$ cat src/rtl/uart_arb_pkg.sv
// Shared types and helpers for the uart_tx round-robin arbiter.
// The optional header state is used only when UART_TX_ARB_HDR_EN is defined.
package uart_arb_pkg;

    typedef enum logic [1:0] {
        StIdle,
        StHdr,
        StData,
        StGap
    } arb_state_e;

    localparam logic [7:0] HDR_MARK_DEFAULT = 8'hF0;

    // Widest data word the header helper supports.
    localparam int unsigned HDR_MAX_W = 64;

    // Header word: marker bits above the ID field, requester ID in the low id_width bits.
    function automatic logic [HDR_MAX_W-1:0] build_hdr(
        input logic [HDR_MAX_W-1:0] mark,
        input logic [HDR_MAX_W-1:0] id,
        input int unsigned          id_width
    );
        logic [HDR_MAX_W-1:0] mask;
        mask = (HDR_MAX_W'(1) << id_width) - HDR_MAX_W'(1);
        return (mark & ~mask) | (id & mask);
    endfunction

endpackage

$ cat src/rtl/uart_rr_pick.sv
// Combinational round-robin picker: first set request strictly after last_grant,
// wrapping from NUM_REQ-1 back to 0.
module uart_rr_pick #(
    parameter int unsigned   NUM_REQ  = 4,
    localparam int unsigned  ID_WIDTH = $clog2(NUM_REQ)
) (
    input  logic [NUM_REQ-1:0]  req,
    input  logic [ID_WIDTH-1:0] last_grant,
    output logic                any,
    output logic [NUM_REQ-1:0]  grant,
    output logic [ID_WIDTH-1:0] id
);

    always_comb begin
        any   = 1'b0;
        grant = '0;
        id    = '0;
        // Upper segment first; if empty, the second pass covers 0..last_grant.
        for (int i = 0; i < NUM_REQ; i++) begin
            if (!any && req[i] && (ID_WIDTH'(i) > last_grant)) begin
                any      = 1'b1;
                grant[i] = 1'b1;
                id       = ID_WIDTH'(i);
            end
        end
        for (int i = 0; i < NUM_REQ; i++) begin
            if (!any && req[i]) begin
                any      = 1'b1;
                grant[i] = 1'b1;
                id       = ID_WIDTH'(i);
            end
        end
    end

endmodule

$ cat src/rtl/uart_tx_arb.sv
// Round-robin arbiter sharing one uart_tx serializer among NUM_REQ byte producers.
// Define UART_TX_ARB_HDR_EN to prefix each payload with an ID-tagged header byte.
module uart_tx_arb
    import uart_arb_pkg::*;
#(
    parameter int unsigned            DATA_WIDTH = 8,
    parameter int unsigned            NUM_REQ    = 4,
    parameter logic [DATA_WIDTH-1:0]  HDR_MARK   = DATA_WIDTH'(HDR_MARK_DEFAULT),
    localparam int unsigned           ID_WIDTH   = $clog2(NUM_REQ)
) (
    input  logic                                clk,
    input  logic                                rstn,
    input  logic [NUM_REQ-1:0]                  req_valid,
    input  logic [NUM_REQ-1:0][DATA_WIDTH-1:0]  req_data,
    output logic [NUM_REQ-1:0]                  req_ready,
    output logic [DATA_WIDTH-1:0]               tx_data,
    output logic                                tx_valid,
    input  logic                                tx_ready,
    output logic [ID_WIDTH-1:0]                 grant_id,
    output logic                                busy
);

    arb_state_e            state_q;
    logic                  tx_valid_q;
    logic [DATA_WIDTH-1:0] tx_data_q;
    logic [ID_WIDTH-1:0]   grant_id_q;
    logic [ID_WIDTH-1:0]   last_grant_q;

    logic                  pick_any;
    logic [NUM_REQ-1:0]    pick_gnt;
    logic [ID_WIDTH-1:0]   pick_id;

    uart_rr_pick #(
        .NUM_REQ    (NUM_REQ)
    ) u_pick (
        .req        (req_valid),
        .last_grant (last_grant_q),
        .any        (pick_any),
        .grant      (pick_gnt),
        .id         (pick_id)
    );

`ifdef UART_TX_ARB_HDR_EN
    logic [DATA_WIDTH-1:0] word_q;
    logic                  data_pend_q;
    logic [DATA_WIDTH-1:0] hdr_word;

    assign hdr_word = DATA_WIDTH'(build_hdr(HDR_MAX_W'(HDR_MARK), HDR_MAX_W'(pick_id), ID_WIDTH));
`else
    logic unused_hdr_mark;

    assign unused_hdr_mark = ^HDR_MARK;
`endif

    always_ff @(posedge clk or negedge rstn) begin
        if (!rstn) begin
            state_q      <= StIdle;
            tx_valid_q   <= 1'b0;
            tx_data_q    <= '0;
            grant_id_q   <= '0;
            last_grant_q <= ID_WIDTH'(NUM_REQ - 1);
`ifdef UART_TX_ARB_HDR_EN
            word_q       <= '0;
            data_pend_q  <= 1'b0;
`endif
        end else begin
            unique case (state_q)
                StIdle: begin
                    if (pick_any) begin
                        grant_id_q   <= pick_id;
                        last_grant_q <= pick_id;
                        tx_valid_q   <= 1'b1;
`ifdef UART_TX_ARB_HDR_EN
                        word_q       <= req_data[pick_id];
                        tx_data_q    <= hdr_word;
                        state_q      <= StHdr;
`else
                        tx_data_q    <= req_data[pick_id];
                        state_q      <= StData;
`endif
                    end
                end
`ifdef UART_TX_ARB_HDR_EN
                StHdr: begin
                    if (tx_ready) begin
                        tx_valid_q  <= 1'b0;
                        data_pend_q <= 1'b1;
                        state_q     <= StGap;
                    end
                end
`endif
                StData: begin
                    if (tx_ready) begin
                        tx_valid_q <= 1'b0;
                        state_q    <= StGap;
                    end
                end
                StGap: begin
`ifdef UART_TX_ARB_HDR_EN
                    if (data_pend_q) begin
                        // Header already out: payload follows without re-arbitrating.
                        data_pend_q <= 1'b0;
                        tx_valid_q  <= 1'b1;
                        tx_data_q   <= word_q;
                        state_q     <= StData;
                    end else begin
                        tx_data_q  <= '0;
                        grant_id_q <= '0;
                        state_q    <= StIdle;
                    end
`else
                    tx_data_q  <= '0;
                    grant_id_q <= '0;
                    state_q    <= StIdle;
`endif
                end
                default: begin
                    tx_valid_q <= 1'b0;
                    state_q    <= StIdle;
                end
            endcase
        end
    end

    // Gated by rstn so no producer drops a word while the arbiter is held in reset.
    always_comb begin
        req_ready = '0;
        if (rstn && (state_q == StIdle)) begin
            req_ready = pick_gnt;
        end
    end

    assign tx_valid = tx_valid_q;
    assign tx_data  = tx_data_q;
    assign grant_id = grant_id_q;
    assign busy     = (state_q != StIdle);

endmodule

$ cat config.mk
export PLATFORM = sky130hd
export DESIGN_NAME = uart_tx_arb
export DESIGN_NICKNAME = d
export VERILOG_FILES = /design/src/rtl/uart_arb_pkg.sv /design/src/rtl/uart_rr_pick.sv /design/src/rtl/uart_tx_arb.sv
export SDC_FILE = /design/constraint.sdc
export NUM_CORES = 1
export LEC_CHECK = 0
export BUFFER_PORTS_ARGS = -buffer_cell sky130_fd_sc_hd__buf_2
export CAP_MARGIN = 20
export CELL_PAD_IN_SITES_DETAIL_PLACEMENT = 1
export CELL_PAD_IN_SITES_GLOBAL_PLACEMENT = 1
export CORE_UTILIZATION = 33
export CTS_BUF_LIST = sky130_fd_sc_hd__clkbuf_4 sky130_fd_sc_hd__clkbuf_8 sky130_fd_sc_hd__clkbuf_16
export CTS_CLUSTER_DIAMETER = 100
export DETAILED_ROUTE_END_ITERATION = 10
export HOLD_SLACK_MARGIN = 0.12
export PLACE_DENSITY = 0.85
export RECOVER_POWER = 100
export SETUP_SLACK_MARGIN = 0.4
export SYNTH_ARGS = -nofsm -noshare
export SYNTH_HDL_FRONTEND = slang
export SYNTH_SLANG_ARGS = --single-unit
$ cat constraint.sdc
create_clock -name clk -period 3.9 [get_ports clk]
set_input_delay 0.78 -clock clk [delete_from_list [all_inputs] [get_ports clk]]
set_output_delay 0.78 -clock clk [all_outputs]
set_load 0.02 [all_outputs]
==> impl_results.rst <==
.. list-table::
   :header-rows: 1

   * - Metric
     - Value
   * - Result of the run
     - finished, violations left
   * - Violated checks
     - capacitance limit, slew limit
   * - Portion of the clock cycle consumed by the worst path in the final layout
     - between 70% and 80%
   * - Final-layout setup total negative slack
     - 0 ns
   * - Max-slew violation count
     - 19
   * - CTS tree
     - done
   * - Final Routed Wirelength
     - 2.99 mm
   * - Synth Warn #
     - 0
   * - Largest stage delay, worst path
     - around 1.4 ns
   * - Area enclosed by the die boundary
     - around 0.0032 mm^2
   * - Count of pins on the block boundary
     - 55
   * - Areal power density over the cells
     - between 600 and 700 mW/mm^2
   * - Wire length of the first global-routing pass
     - roughly 4.8 mm
   * - Core Area
     - 0.00278 mm^2
   * - Ys flop type
     - sky130_fd_sc_hd__dfrtp_1
   * - Synth area leaders
     - sky130_fd_sc_hd__dfrtp_1, sky130_fd_sc_hd__mux2i_1, sky130_fd_sc_hd__o221ai_1, sky130_fd_sc_hd__dfstp_2, sky130_fd_sc_hd__nand2_1
   * - Cell taking the most area after synthesis
     - sky130_fd_sc_hd__dfrtp_1
   * - Final core utilization
     - around 44%
   * - Count of endpoints failing hold in the final timing report
     - 0
   * - Transition time of the tightest slew-check pin
     - 1.69 ns
   * - Mean post-synth cell area
     - approximately 9.5 um^2
   * - Clk_lat worst skew
     - between 0.2 and 0.3 ns
   * - RSZ-0062 raised after global routing
     - false
   * - Die Width
     - 56.2 um
   * - Worst voltage drop across the vdd grid
     - about 330 uV
   * - Final ANT Viol Nets
     - 0
   * - Number of endpoints failing setup at the final stage
     - 0
   * - Number of buffers inserted during clock tree synthesis
     - 3
   * - Post-Syn Nets
     - 141
   * - Post-synthesis sequential area ratio
     - 38.9%
   * - Arrival @ worst endpoint
     - around 3.0 ns
   * - Area overhead of the layout relative to synthesis
     - 25.5%
   * - Post-Layout Cell Count
     - between 150 and 200
   * - Number of buffers between clock root and the deepest sink
     - 2
   * - Max Cap Viol
     - 1
   * - Resized Gates After CTS
     - 0
   * - Count of vias placed by the detailed router
     - ~1000
   * - Number of port buffers
     - 54
   * - Postcts setup bufs
     - 0
   * - Starting density of the core
     - roughly a third
   * - Rows
     - 19
   * - Sum of overflow across all layers after global routing
     - 0
   * - Number of global-route vias before repair
     - about 1100
   * - Initial antenna violation count
     - 0
   * - Type of the setup path with the least slack
     - in2reg
   * - Layout Skew
     - 0.00761 ns
   * - Global placement routability congestion
     - about 0.75
   * - Most numerous cell types in the synthesized netlist
     - sky130_fd_sc_hd__mux2i_1, sky130_fd_sc_hd__nand2_1, sky130_fd_sc_hd__dfrtp_1, sky130_fd_sc_hd__nor2_1, sky130_fd_sc_hd__o221ai_1
   * - Iteration count of the initial detailed-routing pass
     - 4
   * - Count of hold buffers inserted by post-cts repair
     - 0
   * - Post-synth design cell area
     - approximately 1000 um^2
   * - Data required time of the worst path
     - approximately 4.1 ns
   * - Count of state elements after synthesis
     - 15
   * - Remaining design rule violation count
     - 0
   * - Share of synthesized registers carrying an async set or reset
     - 100%
   * - Critical path endpoint category
     - flip-flop
   * - Most frequent cell after synthesis
     - sky130_fd_sc_hd__mux2i_1
   * - Post-route minimum period
     - about 2.9 ns
   * - Post-layout nets
     - around 200
   * - DR WL/cell
     - roughly 16 um
   * - Post-synth EDFFs
     - 0
   * - Fraction of layout instances using a drive strength above 1
     - around 29%
   * - Vias/cell
     - between 5 and 6
   * - Maximum operating frequency
     - around 350 MHz
   * - Critical path, cell by cell
     - clkbuf_1, inv_1, o22ai_1, a211oi_2, mux2i_1, o221ai_1
   * - Crit-path slowest cell
     - sky130_fd_sc_hd__a211oi_2
   * - Type of element launching the critical path
     - primary input
   * - Synth Instances
     - 102
   * - Detailed router's first-iteration violation count
     - 19
   * - Post-Place Cells
     - about 180
   * - Number of library cell types mapped by synthesis
     - 31
   * - Largest net degree at the start of global routing
     - 20
   * - Hpwl dp
     - approximately 2.4 mm
   * - Die Y-Extent
     - 56.2 um
   * - Max_slew headroom
     - -13.1%
   * - TritonCTS Sinks
     - 15
   * - Total power
     - 0.000742 W
   * - Peak fanout along the critical path
     - 18
   * - Ant. Diodes
     - 0
   * - Root Buffer Master
     - sky130_fd_sc_hd__clkbuf_4
   * - Hold/Removal Path Class
     - reg2reg
   * - Clk pin slew, worst setup/hold paths
     - 0.10 ns
   * - Global-route total usage across every layer
     - around a fifth
   * - Leakage dissipation
     - around 0.59 nW
   * - Htree depth
     - 1
   * - Portion of synthesized cell area occupied by the leading cell type
     - ~34%
==> critical path: cells and delay by family <==
kind | cells | cell delay (ns)
multiplexers | 1 | 0.34
buffers and inverters | 2 | 0.29
AO/OA/AOI/OAI | 3 | 1.60
==> metrics by stage <==
| stage | hold WS (ns) | setup WS [ns] | instance area [um^2] |
|---|---|---|---|
| floorplan | 0.484 | 1.67 | 971 |
| global placement | 0.457 | 1.31 | 1240 |
| detailed placement | 0.475 | 1.20 | 1240 |
| CTS | 0.414 | 1.38 | 1270 |
| global route | 0.517 | 0.852 | 1220 |
| finish | 0.483 | 1.03 | 1220 |
==> final cells by class <==
cell class	instances	area, um^2
clock buffers	3	22.5
flip-flops and latches	15	378
fillers	361	1560
clock inverters	1	5.00
repair buffers	54	248
inverters	5	18.8
well taps	31	38.8
multi-input cells	77	508
==> path summary, 6_finish.rpt <==
kind	slack [ns]	cells after the start	start	endpoint
max	1.03	6	req_valid[3]	tx_data[1]
min reg2reg	0.48	1	state_q[0]	state_q[1]
max reg2reg	1.07	5	last_grant_q[0]	tx_data[1]
min	0.48	1	state_q[0]	state_q[1]
max in group asynchronous	2.68	1	rstn	tx_data[0]
min in group asynchronous	0.62	1	rstn	state_q[1]
==> routing by layer <==
metal	part of all wire, %	track usage (%)	routed length, um	vias up
met5	0	0	0	-
met4	0.97	3.83	29	0
met3	3.6	5.35	107	4
met2	56	37.4	1680	20
met1	39	20.9	1170	500
li1	-	-	-	482
==> cells in the final DEF (no fill, tap or decap) <==
cell / instances
sky130_fd_sc_hd__a211oi_1: 1
sky130_fd_sc_hd__a211oi_2: 1
sky130_fd_sc_hd__a21oi_1: 6
sky130_fd_sc_hd__a31oi_1: 1
sky130_fd_sc_hd__and2_0: 1
sky130_fd_sc_hd__and4_1: 1
sky130_fd_sc_hd__buf_2: 36
sky130_fd_sc_hd__clkbuf_1: 18
sky130_fd_sc_hd__clkbuf_4: 3
sky130_fd_sc_hd__clkinv_2: 1
sky130_fd_sc_hd__dfrtp_1: 13
sky130_fd_sc_hd__dfstp_2: 2
sky130_fd_sc_hd__inv_1: 4
sky130_fd_sc_hd__inv_2: 1
sky130_fd_sc_hd__mux2i_1: 16
sky130_fd_sc_hd__nand2_1: 14
sky130_fd_sc_hd__nand2b_1: 2
sky130_fd_sc_hd__nand2b_2: 1
sky130_fd_sc_hd__nand3_1: 3
sky130_fd_sc_hd__nand4_1: 1
sky130_fd_sc_hd__nor2_1: 9
sky130_fd_sc_hd__o21ai_0: 2
sky130_fd_sc_hd__o21ai_1: 2
sky130_fd_sc_hd__o21bai_1: 1
sky130_fd_sc_hd__o221ai_1: 9
sky130_fd_sc_hd__o22a_1: 1
sky130_fd_sc_hd__o22ai_1: 3
sky130_fd_sc_hd__or2_0: 1
sky130_fd_sc_hd__or4_1: 1
==> sequential cells by signal (all words and copies together), names as in the netlist <==
register / count
state_q: 2
tx_valid: 1
tx_data: 8
grant_id: 2
last_grant_q: 2
==> logic make-up after synthesis <==
logic type	after synthesis	share of synthesized area [%]
AOI/OAI and AO/OA	27	20.7
buffers and inverters	10	6.96
DFF	15	38.9
muxes	16	16.5
and+or+nand+nor	34	16.9
==> power breakdown <==
part           switching, W  leakage (nW)   total, W  internal, W
combinational      0.000226         0.389   0.000373     0.000146
sequential        0.0000541         0.186   0.000278     0.000224
clock             0.0000531        0.0177  0.0000913    0.0000381
Note: power is estimated with default switching activity, not from simulation.
